## src/rtl/bp_uce_mem_arbiter.sv

```systemverilog
`default_nettype none
//============================================================================
// Module   : bp_uce_mem_arbiter
// Brief    : Merges the I$ and D$ UCE BedRock stream mem buses onto a single
//            downstream mem bus. Commands are arbitrated round-robin and
//            stay locked to one requester until the last data beat.
//            Responses are steered back by the lce_id field of the header.
//            A per-port outstanding-command limit bounds in-flight traffic.
// Revision : 1.0 - initial release
//----------------------------------------------------------------------------
// Ports:
//   clk_i, reset_i (async, active-low)
//   lce_id_i[1:0]                  static LCE ids ([0]=I$, [1]=D$)
//   req_cmd_*  (per UCE, in)       command header/data stream from UCEs
//   req_resp_* (per UCE, out)      response header/data stream to UCEs
//   mem_cmd_*  (out)               shared downstream command stream
//   mem_resp_* (in)                shared downstream response stream
//   error_o                        sticky: response with unmatched lce_id
//
// Optional build macro:
//   BP_UCE_ARB_FIXED_PRIO_EN - D$ (port 1) always wins a simultaneous
//   request; the round-robin pointer is removed.
//
// The processor-config derived widths are exposed as plain parameters;
// lce_id_lsb_p locates the lce_id field inside the mem header.
//============================================================================
module bp_uce_mem_arbiter #(
    parameter int paddr_width_p       = 40,
    parameter int lce_id_width_p      = 4,
    parameter int uce_fill_width_p    = 64,
    parameter int lce_id_lsb_p        = paddr_width_p,
    parameter int mem_header_width_lp = paddr_width_p + lce_id_width_p + 16,
    parameter int max_outstanding_p   = 8
) (
    input  logic                                clk_i,
    input  logic                                reset_i,
    input  logic [1:0][lce_id_width_p-1:0]      lce_id_i,

    input  logic [1:0][mem_header_width_lp-1:0] req_cmd_header_i,
    input  logic [1:0]                          req_cmd_header_v_i,
    output logic [1:0]                          req_cmd_header_ready_and_o,
    input  logic [1:0]                          req_cmd_has_data_i,
    input  logic [1:0][uce_fill_width_p-1:0]    req_cmd_data_i,
    input  logic [1:0]                          req_cmd_data_v_i,
    output logic [1:0]                          req_cmd_data_ready_and_o,
    input  logic [1:0]                          req_cmd_last_i,

    output logic [1:0][mem_header_width_lp-1:0] req_resp_header_o,
    output logic [1:0]                          req_resp_header_v_o,
    input  logic [1:0]                          req_resp_header_ready_and_i,
    output logic [1:0]                          req_resp_has_data_o,
    output logic [1:0][uce_fill_width_p-1:0]    req_resp_data_o,
    output logic [1:0]                          req_resp_data_v_o,
    input  logic [1:0]                          req_resp_data_ready_and_i,
    output logic [1:0]                          req_resp_last_o,

    output logic [mem_header_width_lp-1:0]      mem_cmd_header_o,
    output logic                                mem_cmd_header_v_o,
    input  logic                                mem_cmd_header_ready_and_i,
    output logic                                mem_cmd_has_data_o,
    output logic [uce_fill_width_p-1:0]         mem_cmd_data_o,
    output logic                                mem_cmd_data_v_o,
    input  logic                                mem_cmd_data_ready_and_i,
    output logic                                mem_cmd_last_o,

    input  logic [mem_header_width_lp-1:0]      mem_resp_header_i,
    input  logic                                mem_resp_header_v_i,
    output logic                                mem_resp_header_ready_and_o,
    input  logic                                mem_resp_has_data_i,
    input  logic [uce_fill_width_p-1:0]         mem_resp_data_i,
    input  logic                                mem_resp_data_v_i,
    output logic                                mem_resp_data_ready_and_o,
    input  logic                                mem_resp_last_i,

    output logic                                error_o
);

    localparam int                c_cnt_w   = $clog2(max_outstanding_p + 1);
    localparam logic [c_cnt_w-1:0] c_cnt_max = c_cnt_w'(max_outstanding_p);

    typedef enum logic [1:0] {
        e_idle  = 2'd0,
        e_data  = 2'd1,
        e_drain = 2'd2
    } state_e;

    state_e                   r_cmd_state;
    state_e                   r_rsp_state;
    logic                     r_grant;
    logic                     r_dest;
    logic                     r_error;
    logic [1:0][c_cnt_w-1:0]  r_cnt;

    logic [1:0]               w_elig;
    logic                     w_any;
    logic                     w_grant;
    logic                     w_cmd_hdr_hs;
    logic                     w_cmd_data_hs;
    logic [lce_id_width_p-1:0] w_rsp_lce;
    logic                     w_rsp_hit0;
    logic                     w_rsp_hit1;
    logic                     w_rsp_match;
    logic                     w_rsp_dest;
    logic                     w_rsp_hdr_hs;
    logic                     w_rsp_data_hs;
    logic [1:0]               w_inc;
    logic [1:0]               w_dec;

    //------------------------------------------------------------------
    // Command arbitration
    //------------------------------------------------------------------
    assign w_elig[0] = req_cmd_header_v_i[0] & (r_cnt[0] < c_cnt_max);
    assign w_elig[1] = req_cmd_header_v_i[1] & (r_cnt[1] < c_cnt_max);
    assign w_any     = |w_elig;

`ifdef BP_UCE_ARB_FIXED_PRIO_EN
    // D$ wins whenever it is eligible
    assign w_grant = w_elig[1];
`else
    logic r_rr;

    // Pointer only matters on a tie; otherwise the lone eligible port wins
    assign w_grant = (&w_elig) ? r_rr : w_elig[1];

    always_ff @(posedge clk_i or negedge reset_i) begin
        if (!reset_i) begin
            r_rr <= 1'b0;
        end else if (w_cmd_hdr_hs) begin
            r_rr <= ~w_grant;
        end
    end
`endif

    // Header side only exists in idle; data side only while locked in e_data
    assign mem_cmd_header_o   = req_cmd_header_i[w_grant];
    assign mem_cmd_has_data_o = req_cmd_has_data_i[w_grant];
    assign mem_cmd_header_v_o = reset_i & (r_cmd_state == e_idle) & w_any;
    assign mem_cmd_data_o     = req_cmd_data_i[r_grant];
    assign mem_cmd_last_o     = req_cmd_last_i[r_grant];
    assign mem_cmd_data_v_o   = reset_i & (r_cmd_state == e_data) & req_cmd_data_v_i[r_grant];

    assign w_cmd_hdr_hs  = mem_cmd_header_v_o & mem_cmd_header_ready_and_i;
    assign w_cmd_data_hs = mem_cmd_data_v_o & mem_cmd_data_ready_and_i;

    always_comb begin
        req_cmd_header_ready_and_o = '0;
        req_cmd_data_ready_and_o   = '0;
        if (reset_i) begin
            if ((r_cmd_state == e_idle) && w_any) begin
                req_cmd_header_ready_and_o[w_grant] = mem_cmd_header_ready_and_i;
            end
            if (r_cmd_state == e_data) begin
                req_cmd_data_ready_and_o[r_grant] = mem_cmd_data_ready_and_i;
            end
        end
    end

    //------------------------------------------------------------------
    // Response steering
    //------------------------------------------------------------------
    assign w_rsp_lce   = mem_resp_header_i[lce_id_lsb_p +: lce_id_width_p];
    assign w_rsp_hit0  = (w_rsp_lce == lce_id_i[0]);
    assign w_rsp_hit1  = (w_rsp_lce == lce_id_i[1]);
    assign w_rsp_match = w_rsp_hit0 | w_rsp_hit1;
    assign w_rsp_dest  = w_rsp_hit1;

    // Payloads are broadcast; only the valids select the destination
    assign req_resp_header_o   = {2{mem_resp_header_i}};
    assign req_resp_has_data_o = {2{mem_resp_has_data_i}};
    assign req_resp_data_o     = {2{mem_resp_data_i}};
    assign req_resp_last_o     = {2{mem_resp_last_i}};

    always_comb begin
        req_resp_header_v_o         = '0;
        req_resp_data_v_o           = '0;
        mem_resp_header_ready_and_o = 1'b0;
        mem_resp_data_ready_and_o   = 1'b0;
        if (reset_i) begin
            case (r_rsp_state)
                e_idle: begin
                    if (w_rsp_match) begin
                        req_resp_header_v_o[w_rsp_dest] = mem_resp_header_v_i;
                        mem_resp_header_ready_and_o     = req_resp_header_ready_and_i[w_rsp_dest];
                    end else begin
                        // Orphan headers are swallowed so the bus cannot wedge
                        mem_resp_header_ready_and_o = 1'b1;
                    end
                end
                e_data: begin
                    req_resp_data_v_o[r_dest] = mem_resp_data_v_i;
                    mem_resp_data_ready_and_o = req_resp_data_ready_and_i[r_dest];
                end
                e_drain: begin
                    mem_resp_data_ready_and_o = 1'b1;
                end
                default: ;
            endcase
        end
    end

    assign w_rsp_hdr_hs  = mem_resp_header_v_i & mem_resp_header_ready_and_o;
    assign w_rsp_data_hs = mem_resp_data_v_i & mem_resp_data_ready_and_o;

    always_comb begin
        w_inc = '0;
        w_dec = '0;
        if (w_cmd_hdr_hs)                w_inc[w_grant]    = 1'b1;
        if (w_rsp_hdr_hs && w_rsp_match) w_dec[w_rsp_dest] = 1'b1;
    end

    //------------------------------------------------------------------
    // Cmd FSM, resp FSM, counters and error flag
    //------------------------------------------------------------------
    always_ff @(posedge clk_i or negedge reset_i) begin
        if (!reset_i) begin
            r_cmd_state <= e_idle;
            r_rsp_state <= e_idle;
            r_grant     <= 1'b0;
            r_dest      <= 1'b0;
            r_error     <= 1'b0;
            r_cnt       <= '0;
        end else begin
            case (r_cmd_state)
                e_idle: begin
                    if (w_cmd_hdr_hs) begin
                        r_grant <= w_grant;
                        if (req_cmd_has_data_i[w_grant]) r_cmd_state <= e_data;
                    end
                end
                e_data: begin
                    if (w_cmd_data_hs && mem_cmd_last_o) r_cmd_state <= e_idle;
                end
                default: r_cmd_state <= e_idle;
            endcase

            case (r_rsp_state)
                e_idle: begin
                    if (w_rsp_hdr_hs) begin
                        if (!w_rsp_match) r_error <= 1'b1;
                        if (mem_resp_has_data_i) begin
                            r_dest      <= w_rsp_dest;
                            r_rsp_state <= w_rsp_match ? e_data : e_drain;
                        end
                    end
                end
                e_data, e_drain: begin
                    if (w_rsp_data_hs && mem_resp_last_i) r_rsp_state <= e_idle;
                end
                default: r_rsp_state <= e_idle;
            endcase

            // Saturating counters; simultaneous inc/dec cancel
            for (int p = 0; p < 2; p++) begin
                if (w_inc[p] && !w_dec[p] && (r_cnt[p] != c_cnt_max)) begin
                    r_cnt[p] <= r_cnt[p] + 1'b1;
                end else if (w_dec[p] && !w_inc[p] && (r_cnt[p] != '0)) begin
                    r_cnt[p] <= r_cnt[p] - 1'b1;
                end
            end
        end
    end

    assign error_o = r_error;

endmodule
`default_nettype wire

```

## config.mk

```make
export PLATFORM = sky130hd
export DESIGN_NAME = bp_uce_mem_arbiter
export DESIGN_NICKNAME = d
export VERILOG_FILES = /design/src/rtl/bp_uce_mem_arbiter.sv
export SDC_FILE = /design/constraint.sdc
export NUM_CORES = 1
export LEC_CHECK = 0
export ABC_CLOCK_PERIOD_IN_PS = 2800
export BUFFER_PORTS_ARGS = -buffer_cell sky130_fd_sc_hd__buf_4
export CAP_MARGIN = 20
export CORE_AREA = 2 2 304 306
export CTS_BUF_LIST = sky130_fd_sc_hd__clkbuf_4 sky130_fd_sc_hd__clkbuf_8
export CTS_CLUSTER_SIZE = 30
export DETAILED_ROUTE_END_ITERATION = 10
export DIE_AREA = 0 0 306 308
export PLACE_DENSITY = 0.3
export SYNTH_ARGS = -nofsm -noshare
export SYNTH_HDL_FRONTEND = slang
export SYNTH_SLANG_ARGS = --single-unit
```

## constraint.sdc

```tcl
create_clock -name clk_i -period 2.8 [get_ports clk_i]
set_input_delay 0.42 -clock clk_i [delete_from_list [all_inputs] [get_ports clk_i]]
set_output_delay 0.42 -clock clk_i [all_outputs]
set_load 0.01 [all_outputs]
```

## Word level (Yosys, flattened, before mapping)

Index checks and enable logic that the tools add are counted.

| operators by class | value |
|---|---|
| $add $sub $neg | 4 |
| multiply operators | 0 |
| div/mod/pow operators | 0 |
| magnitude comparators | 10 |
| equality and inequality tests | 13 |
| shifts and indexed selects | 0 |
| multiplexer cells | 52 |
| bitwise operators | 17 |
| reduce and logical (&&, ||, !) cells | 34 |

Operator list:

| operator | count |
|---|---|
| 2-to-1 mux 64 bit | 2 |
| 2-to-1 mux 60 bit | 2 |
| 2-to-1 mux 2 bit | 18 |
| 2-to-1 mux 1 bit | 19 |
| logical AND 1 bit | 16 |
| 2-to-1 mux 4 bit | 4 |
| AND reduction 3 bit | 4 |
| bitwise AND 1 bit | 10 |
| != test 2 bit (second input constant) | 5 |
| adder 4 x 1 -> 4 bit (second input constant) | 2 |
| bitwise AND 2 bit | 4 |
| == test 4 bit | 2 |
| < comparator 1 x 2 -> 1 bit (second input constant) | 4 |
| < comparator 4 bit (second input constant) | 2 |
| != test 4 bit (second input constant) | 2 |
| one-hot mux 2 bit (2 select lines) | 2 |
| nonzero test 4 bit | 2 |
| subtractor 4 x 1 -> 4 bit (second input constant) | 2 |
| demux 1 bit (select 1 bit) | 4 |
| == test 2 x 1 -> 1 bit (second input constant) | 2 |
| >= comparator 1 bit (second input constant) | 4 |
| zero test 1 bit | 4 |
| zero test 2 bit | 2 |
| AND reduction 2 bit | 2 |
| 7 further kinds | 10 |

| word-level totals | value |
|---|---|
| bits in registers | 16 |
| bits in latches | 0 |
| memory bits (writable) | 0 |
| ROM bits | 0 |
| input bits | 400 |
| word-level logic and storage cells | 138 |
| memories kept | 0 |

## Depth between registers and ports, before layout

Gate-level depths: netlist (run 1).

| depth | value |
|---|---|
| word-level depth | 14 |
| mapped depth | 13 |
| mapped depth without buffers | 12 |

## Worst setup path before layout (run 1)

Ideal clock, no wire load.

| timing path | value |
|---|---|
| path type | reg-to-reg |
| start point | register r_rsp_state[0] |
| end point | register r_cnt[7] (netlist name) |
| setup time | 130 ps |
| data arrival time | 2440 ps |
| required time | 2670 ps |
| slack | 230 ps |
| cell stages (with the launch flop) | 14 |
| path buffers | 1 |
| path through | dfrtp_1 -> inv_1 -> ha_1 -> and3_1 -> buf_4 -> nand2_1 -> or2_4 -> nand2_1 -> ha_1 -> a21o_1 -> a21oi_1 -> nor4b_1 -> a21o_1 -> a21oi_1 |

| between the ends | value |
|---|---|
| word-level cells in the longest chain between the ends | 10 |
| elaborated cells between the ends (all ways) | 13 |
| those cells by class | 4 x mux; 1 x bitwise; 8 x reduce/logical |

Ends and longest elaborated chain:

| what | RTL line | source |
|---|---|---|
| start, declared | 88 | `state_e r_rsp_state;` |
| start signal, assigned | 217 | `r_rsp_state <= e_idle;` |
| start signal, assigned | 242 | `r_rsp_state <= w_rsp_match ? e_data : e_drain;` |
| start signal, assigned | 247 | `if (w_rsp_data_hs && mem_resp_last_i) r_rsp_state <= e_idle;` |
| zero test 2 bit * | 179 | `case (r_rsp_state)` |
| 2-to-1 mux 1 bit * | 179 |  |
| 2-to-1 mux 1 bit * | 178 | `if (reset_i) begin` |
| bitwise AND 1 bit * | 201 | `assign w_rsp_hdr_hs = mem_resp_header_v_i & mem_resp_header_ready_and_o;` |
| logical AND 1 bit * | 208 | `if (w_rsp_hdr_hs && w_rsp_match) w_dec[w_rsp_dest] = 1'b1;` |
| 2-to-1 mux 2 bit * | 208 |  |
| zero test 1 bit | 254 | `if (w_inc[p] && !w_dec[p] && (r_cnt[p] != c_cnt_max)) begin` |
| logical AND 1 bit (2 in series) | 254 |  |
| 2-to-1 mux 4 bit or nonzero test 2 bit (tied branches) | n/a |  |
| end signal, assigned by index | 255 | `r_cnt[p] <= r_cnt[p] + 1'b1;` |
| end signal, assigned by index | 257 | `r_cnt[p] <= r_cnt[p] - 1'b1;` |
| end, declared | 92 | `logic [1:0][c_cnt_w-1:0] r_cnt;` |

Mark *: on every way between the ends. The rest lies on a longest branch, timed or not.
A chain may end at the register's enable or synchronous reset.

## Final worst setup path (run 1)

| timing path | value |
|---|---|
| start point | input reset_i |
| end point | register r_cnt[3] (netlist name) |

| between the ends | value |
|---|---|
| word-level cells in the longest chain between the ends | 8 |
| elaborated cells between the ends (all ways) | 16 |
| those cells by class | 4 x mux; 4 x bitwise; 8 x reduce/logical |

Ends and longest elaborated chain:

| what | RTL line | source |
|---|---|---|
| start, declared | 36 | `input logic reset_i,` |
| bitwise AND 1 bit or 2-to-1 mux 1 bit (tied branches) | 137, 178 |  |
| bitwise AND 1 bit, on equally long branches | 137, 201 |  |
| bitwise AND 1 bit or logical AND 1 bit (tied branches) | 142, 208 |  |
| 2-to-1 mux 2 bit, on equally long branches | 207, 208 |  |
| zero test 1 bit, on equally long branches | 256, 254 |  |
| logical AND 1 bit, on equally long branches (2 in series) | 256, 254 |  |
| nonzero test 2 bit (no line) or 2-to-1 mux 4 bit (tied branches) | n/a |  |

Several ways; a longest one is shown, not always the timed one.

==> summary by stage, run 1 <==
Synth
sky130_fd_sc_hd__buf_4 takes more of the synthesized area than any other cell. Of the post-synthesis cell area, the dominant cell type holds 0.411. The prevailing post-synth register cell is sky130_fd_sc_hd__dfrtp_1. The share of flip-flops with an asynchronous set or reset after synthesis is 1.00. Of the total synthesized cell area, the portion taken by full adders, half adders and majority gates is 0.0271. Of the post-synthesis cell area, the part taken by muxes is 0.319. The simple-gate share of the synthesized area is 0.0739. The share of the Yosys chip area taken by registers is 0.0797. The combinational family with the most area after synthesis is buffers and inverters.

Dividing the synthesized area by the synthesized cell count gives 8.90 µm². Yosys instantiated no cell more often than sky130_fd_sc_hd__buf_4. The post-synthesis compound-gate area fraction is 0.0476. The number of nets handed over by synthesis was 938.

The XOR/XNOR share of the synthesized area is 0.0223. Counting flops with a built-in enable in the synthesized netlist gives 0. The synthesis-stage register bit count is 15. Synthesis instantiated 51 different standard cells from the library. The Yosys warning count is 0.

After synthesis, the most frequently instantiated cells are sky130_fd_sc_hd__buf_4 (258), sky130_fd_sc_hd__mux2_2 (127), sky130_fd_sc_hd__nor2_1 (17), sky130_fd_sc_hd__dfrtp_1 (15), sky130_fd_sc_hd__nand2_1 (12). By area the synthesized netlist is led by sky130_fd_sc_hd__buf_4 (41%), sky130_fd_sc_hd__mux2_2 (30%), sky130_fd_sc_hd__dfrtp_1 (8.0%). The post-synthesis instance area is between 4000 and 5000 µm².

Synthesis produced a netlist whose cell count is roughly 530.

Drt
The wire length per cell after detailed routing is 17.0 µm. The count of nets left with antenna violations once routing finished came out at 0. The number of vias per cell after detailed routing is 2.32. The first detailed-routing pass ran for 4 iterations.

For this block, the routed nets add up to between 30000 and 40000 µm of wire. After detailed routing, the number of remaining DRC violations is 0. The total via count after detailed routing is 4425.

In this run, the number of DRC markers left after iteration 0 of detailed routing was ~130.

Setup path
The most prevalent standard cell on the critical path is sky130_fd_sc_hd__a21o_1. The worst endpoint required time is 2.93 ns. The worst-path maximum fanout is 7. STA classifies the critical path endpoint as a flop.

The critical path goes through dlygate4sd3_1 -> buf_6 -> and3_1 -> buf_4 -> nand4b_4 -> nand2_2 -> ha_1 -> a21o_1 -> a21o_1 -> a21o_1 -> a221o_1. On the worst path, the slowest cell contributes a delay of between 0.5 and 0.6 ns. The slowest stage of the critical path is the sky130_fd_sc_hd__dlygate4sd3_1 cell. The worst setup path is launched from an input port. The data arrival time of the critical path is around 2.8 ns. The kind of critical path is in -> reg.

Clock network
The clock tree buffer depth is 2. The CTS tree is done. In this run the number of H-tree levels came out at 1.

In this run the clock root is driven by a sky130_fd_sc_hd__clkbuf_8. After clock tree synthesis, the clock-pin slew on the worst setup and hold paths is roughly 0.07 ns. The number of clock sinks is 15. Clock latency on the worst-skew pair, taken at its later pin, is 0.25 ns.

Counting the buffers created by CTS gives 3.

STA
The worst clock skew on the final layout is 0.000809 ns. The total count of max-transition violations in the final report was 0. In the final timing run, aggregate negative setup slack is 0 ns. The upper clock frequency limit is between 300 and 400 MHz. The post-route clock period utilization is 0.957.

The number of hold violations in the final report is 0. The worst setup margin is roughly 0.12 ns. Setup violations remaining at the end of the flow were counted as 0.

The worst max-slew margin expressed relative to the limit is 0.632. The shortest clock period the worst path allows after layout is around 2.7 ns. The worst-margin pin slew is 0.546 ns.

Global route
The initial antenna violation count is 19. The via count of the first global-routing pass is between 4000 and 5000. In the global route stage, overall resource usage came out at 0.0632.

Entering global routing, the biggest net connects 39 pins. The overflow left after global routing is 0. The global-route wire length before repair is between 40000 and 50000 µm.

Floorplanning
In this run the count of I/O pins placed on the die edge is between 700 and 800. The initial utilization of the core area, before any placement, comes to 0.0518. The vertical die dimension is about 300 µm. The die is between 300 and 400 µm wide. The core region is approximately 91000 µm².

The floorplan has 111 rows. The floorplan step defined a die boundary enclosing approximately 94000 µm².

Cells and area
The final core utilization is 0.0844. After routing the design area is ~7700 µm². Relative to the synthesized area, the layout overhead comes to 63.1%. The net count reported at finish is 1122.

The layout has around 11000 filler cells. Of the cells placed in the final design, the portion with a size suffix greater than 1 is 0.837.

Placement
The routability congestion estimate is 0.822. The count of buffers inserted at the top-level ports is 430. The worst setup slack after placement is 0.0608 ns. The wire-length estimate of the detail-placed layout is between 30000 and 40000 µm.

After detailed placement, the total cell area comes to roughly 7600 µm².

Power and ir drop
Summed over all cells, the static leakage comes to between 0.003 and 0.004 µW. For this design the ratio of total power to cell area is around 500 nW/µm². The completed layout was analyzed and its total power is 3790 µW. The worst vdd rail ir drop is around 0.19 mV.

Run
The reported max-cap violation count is 0.

Outcome
The flow ran to the end, and the final reports show no timing, DRC or antenna violations.

Hold path
The tightest min-delay check is of the reg -> reg type.
==> stage by stage <==
step	std cells	hold slack (ns)
2_1_floorplan	529	0.124
3_3_place_gp	1893	0.243
3_5_place_dp	1893	0.245
4_1_cts	1898	0.507
5_1_grt	1904	0.526
6_report	1907	0.489
==> cell families after synthesis <==
family,count (synthesis)
AOI/OAI and AO/OA,29
xor gates and xnor gates,12
adders and majority gates,9
buffers and inverters,275
DFF,15
muxes,133
and+or+nand+nor,56
==> layout by cell type, fill, tap and decap left out, drive strengths merged, types with 2 or more instances in the layout <==
master and instances:
and2 2, diode 9, nand3 4, inv 5
nor2 17, o21a 2, a21oi 7, nand2b 2
buf 448, nor3b 2, xnor2 9, mux2 132
o211ai 5, fa 2, nand4 2, nand2 12
nor4 2, nor3 3, ha 7, nor2b 2
xor2 3, dfrtp 15, clkbuf 4, a21o 5
==> repair_timing <==
item	CTS	global route
buffers inserted	0	0
gates resized for setup	0	5
hold buffers	1	0
endpoints found under the hold margin	1	0
endpoints found under the setup margin	0	2
==> where the power goes <==
part | internal, µW | switching (µW) | total, µW | leakage, µW
logic | 1760 | 1340 | 3090 | 0.00305
clock network | 111 | 84.8 | 195 | 0.0000262
registers | 314 | 187 | 501 | 0.000177
==> path summary, 6_finish.rpt <==
kind / from / end / slack (ns) / cells after the start
worst min register to register: error_o / error_o / 0.49 / 1
worst max register to register: r_rsp_state[0] / r_cnt[7] / 0.19 / 12
min in group asynchronous: reset_i / r_cmd_state[0] / 0.53 / 2
worst max-delay path: reset_i / r_cnt[3] / 0.12 / 11
worst min-delay path: error_o / error_o / 0.49 / 1
max in group asynchronous: reset_i / r_grant / 1.79 / 3
==> registers in the layout, summed over array words and instances, names as in the netlist <==
signal	count
error_o	1
r_dest	1
r_cmd_state	1
r_rr	1
r_grant	1
r_cnt	8
r_rsp_state	2
==> metal layers <==
metal	track usage	wire, µm	vias up
met5	0	109	-
met4	0.0170	745	16
met3	0.0612	7060	52
met2	0.105	15000	547
met1	0.0532	9500	1903
li1	-	-	1907
==> final cells by class <==
type	count	area, µm²	share of cell area
diodes	9	22.5	0.00293
clock buffers	4	48.8	0.00635
inverters	5	18.8	0.00244
multi-input cells	239	2320	0.303
flip-flops and latches	15	379	0.0494
well taps	1186	1480	0.193
repair buffers	449	3400	0.443
==> critical path, delay by kind of cell <==
| kind | cells | cell delay (ns) |
|---|---|---|
| fa+ha+maj | 1 | 0.29 |
| compound gates | 4 | 0.85 |
| simple gates | 3 | 0.40 |
| buf+inv | 3 | 0.87 |
(Power assumes the default switching activity.)
==> inputs of run 2 (changes only) <==
--- a/config.mk
+++ b/config.mk
@@ -8,12 +8,14 @@
 export ABC_CLOCK_PERIOD_IN_PS = 2800
 export BUFFER_PORTS_ARGS = -buffer_cell sky130_fd_sc_hd__buf_4
 export CAP_MARGIN = 20
-export CORE_AREA = 2 2 304 306
+export CELL_PAD_IN_SITES_DETAIL_PLACEMENT = 0
+export CELL_PAD_IN_SITES_GLOBAL_PLACEMENT = 2
+export CORE_AREA = 2 2 312 314
 export CTS_BUF_LIST = sky130_fd_sc_hd__clkbuf_4 sky130_fd_sc_hd__clkbuf_8
 export CTS_CLUSTER_SIZE = 30
 export DETAILED_ROUTE_END_ITERATION = 10
-export DIE_AREA = 0 0 306 308
-export PLACE_DENSITY = 0.3
+export DIE_AREA = 0 0 314 316
+export PLACE_DENSITY = 0.38
 export SYNTH_ARGS = -nofsm -noshare
 export SYNTH_HDL_FRONTEND = slang
 export SYNTH_SLANG_ARGS = --single-unit
==> run 2 against run 1 <==
  * Combinational power barely moved
  * Core utilization decreased by 0.37 points
  * Sequential share of layout area barely moved
  * Sequential cell count unchanged
  * Clock-buffer cell count fell by 1
  * Die area increased by 5.3%
  * Wire length fell by 8.2%
  * Clock power about the same
  * Non-clock buffer count is 3 lower
  * Cell count is 4.1% higher
  * Final area rose by 0.85%
  * Power barely moved
  * Critical path type is now reg -> out
  * Critical endpoint is now mem_cmd_header_o[9]
  * Highest routed layer unchanged
==> summary by stage, run 2 (same netlist as run 1, synthesis figures left out) <==
Outcome
The flow ran to the end, and the final reports show no timing, DRC or antenna violations.

Setup path
STA puts the critical path data required time at 2.38 ns. Counting both buffers and inverters, the worst setup path holds a total of 2. Of all nets on the critical path, the largest fanout is 36.

STA classifies the critical path endpoint as a primary output. The kind of launch point of the worst setup path is a flop. The cell class contributing the biggest share of worst-path delay is simple AND/OR/NAND/NOR gates. The critical path goes through nor2b_1 -> and2_4 -> buf_12 -> mux2_2 -> buf_4. Data arrives at the worst endpoint at ~2.2 ns. The delay of the slowest cell on the worst path is between 0.4 and 0.5 ns.

The kind of critical path is reg -> out. The slowest stage of the critical path belongs to the cell sky130_fd_sc_hd__dfrtp_1.

Floorplanning
The floorplan die area is approximately 100000 µm². The number of cell rows is about 110. For this design the top-level I/O count stands at between 700 and 800. From bottom edge to top edge, the die measures between 300 and 400 µm. The die is roughly 310 µm wide. The total area inside the core boundary comes to ~96000 µm².

The effective utilization at floorplan is 0.0490.

Run
The tool flagged a number of max-cap violations equal to 0.

Clock network
The longest clock path from root to sink contains 2 buffers. After clock tree synthesis, the clock-pin slew on the worst setup and hold paths is roughly 0.080 ns. The number of resized instances in the post-cts repair step is 0.

The CTS tree is done. For this design, the CTS-stage hold fixing added 0 buffers. For this design, the sink count on the clock tree is 15. The H-tree depth is 1. Counting the buffers created by CTS gives 3. The later-pin clock latency in the skew report is roughly 0.26 ns. The buffer type at the clock tree root is sky130_fd_sc_hd__clkbuf_8. Buffers added to address setup during post-CTS repair amount to 0.

Global route
Entering global routing, the biggest net connects 37 pins. The global-route usage over all layers is 0.0552. The initial antenna violation count is 10. The via count of the first global-routing pass is between 4000 and 5000. For this run the aggregate overflow at the end of global routing stands at 0. The first global-routing pass estimated 37700 µm of wire.

Power and ir drop
Of the total power, the clock network draws 0.051. The leakage power is between 0.003 and 0.004 µW. The net switching share of the total power is 0.429. The internal power of the cells totals 2160 µW.

The net switching component of the power is about 1600 µW. The post-route total power is 3790 µW. Dividing total power by cell area gives a power density of 489 nW/µm². The worst vdd rail ir drop is around 0.20 mV. Of the total power, registers draw 0.138. Of the total power, combinational logic draws 0.811.

STA
Setup slack on the critical path of the routed design comes to approximately 0.22 ns. The upper clock frequency limit is approximately 390 MHz. Setup violations remaining at the end of the flow were counted as 0. Setup repair after global routing left no endpoint under its margin. Counting I/O delays and the setup requirement, the final critical path takes around 2.6 ns. Final hold analysis gives a worst-case slack of ~0.16 ns. The sum of negative setup slack is 0 ns. On the final layout, the worst clock skew is 0.00733 ns. The worst pin sits at a relative slew slack of 0.631. The number of hold violations in the final report is 0. The total count of max-transition violations in the final report was 0. The worst-margin pin slew is between 0.5 and 0.6 ns.

Dividing the final minimum period by the clock period gives 0.923.

Cells and area
The register area is ~380 µm². The leading cell type in the layout, fill and taps excluded is sky130_fd_sc_hd__buf_4. The register with the most flip-flops in the final layout is r_cnt. The net count reported at finish is about 1100. The area occupied by multi-input gates is around 2300 µm². The layout cell share with drive strength beyond 1 is 0.832. The top cell types in the final layout, fill and taps aside, are sky130_fd_sc_hd__buf_4 (442), sky130_fd_sc_hd__mux2_2 (127), sky130_fd_sc_hd__nor2_1 (17). Excluding fillers, the count of instances in the completed layout stands at 1985. The flip-flop count of the largest register after layout is 8. The fill cell instance count of the final layout is 11200. The number of antenna diodes in the final layout is 0. The layout overhead on the synthesized area is 64.5%.

The largest registers in the layout are r_cnt: 8 flops, r_rsp_state: 2 flops.

Placement
The congestion estimate from routability-driven global placement came to roughly 0.7. The wire-length estimate of the detail-placed layout is between 20000 and 30000 µm. After detailed placement, the design holds a cell count of approximately 2000. The count of buffers inserted at the top-level ports is between 400 and 500. The worst setup slack after placement is 0.165 ns.

Drt
The detailed router finished its first iteration with 68 violations. The total via count after detailed routing is ~4300. In the routed layout, each cell is associated on average with a via count of between 2 and 2.5. The number of nets with antenna violations after detailed routing is 0. The DRC violation count after routing is 0.

The wire length after detailed routing is between 20000 and 30000 µm. The wire length per cell after detailed routing is 15.0 µm. The first detailed-routing pass took 4 iterations.

Hold path
The classification of the worst-slack hold path is in -> async.
==> run 2: power groups by stage <==
| stage | registers (µW) | clock network [µW] | logic, µW |
|---|---|---|---|
| 6_report | 523 | 193 | 3070 |
| 4_1_cts | 544 | 205 | 3170 |
| 5_1_grt | 566 | 218 | 3350 |
| 3_5_place_dp | 547 | 0 | 3160 |
| 2_1_floorplan | 400 | 0 | 2020 |
| 3_3_place_gp | 549 | 0 | 3180 |
==> run 2: through the flow <==
stage                     utilization  instance area [µm²]
after floorplan                     -                 4710
after global placement         0.0802                 7700
after detailed placement       0.0802                 7700
after CTS                      0.0807                 7740
after global routing           0.0807                 7740
final                          0.0807                 7740
==> run 2: metal layers <==
metal  global-route usage  part of all wire  up-vias
li1                     -                 -     1889
met1               0.0600              0.37     1875
met2               0.0953              0.47      455
met3               0.0304              0.14       59
met4              0.00870             0.015        4
met5                    0           0.00074        -
==> run 2: cell type report <==
type / instances / area share
timing repair buffer: 446 / 0.439
clock buffer: 3 / 0.00533
sequential: 15 / 0.0489
clock inverter: 1 / 0.000646
tap: 1276 / 0.206
inverter: 5 / 0.00242
multi-input combinational: 239 / 0.298
==> run 2: path summary, 6_finish.rpt <==
check | slack, ns | from | to | depth (start not counted)
setup / recovery | 0.22 | r_cnt[7] | mem_cmd_header_o[9] | 5
min in group clk_i | 0.48 | mem_resp_header_v_i | error_o | 3
setup reg to reg | 0.27 | r_rsp_state[0] | r_cnt[3] | 11
max in group asynchronous | 2.47 | reset_i | r_grant | 2
hold / removal | 0.16 | reset_i | r_dest | 2
hold reg to reg | 0.49 | error_o | error_o | 1
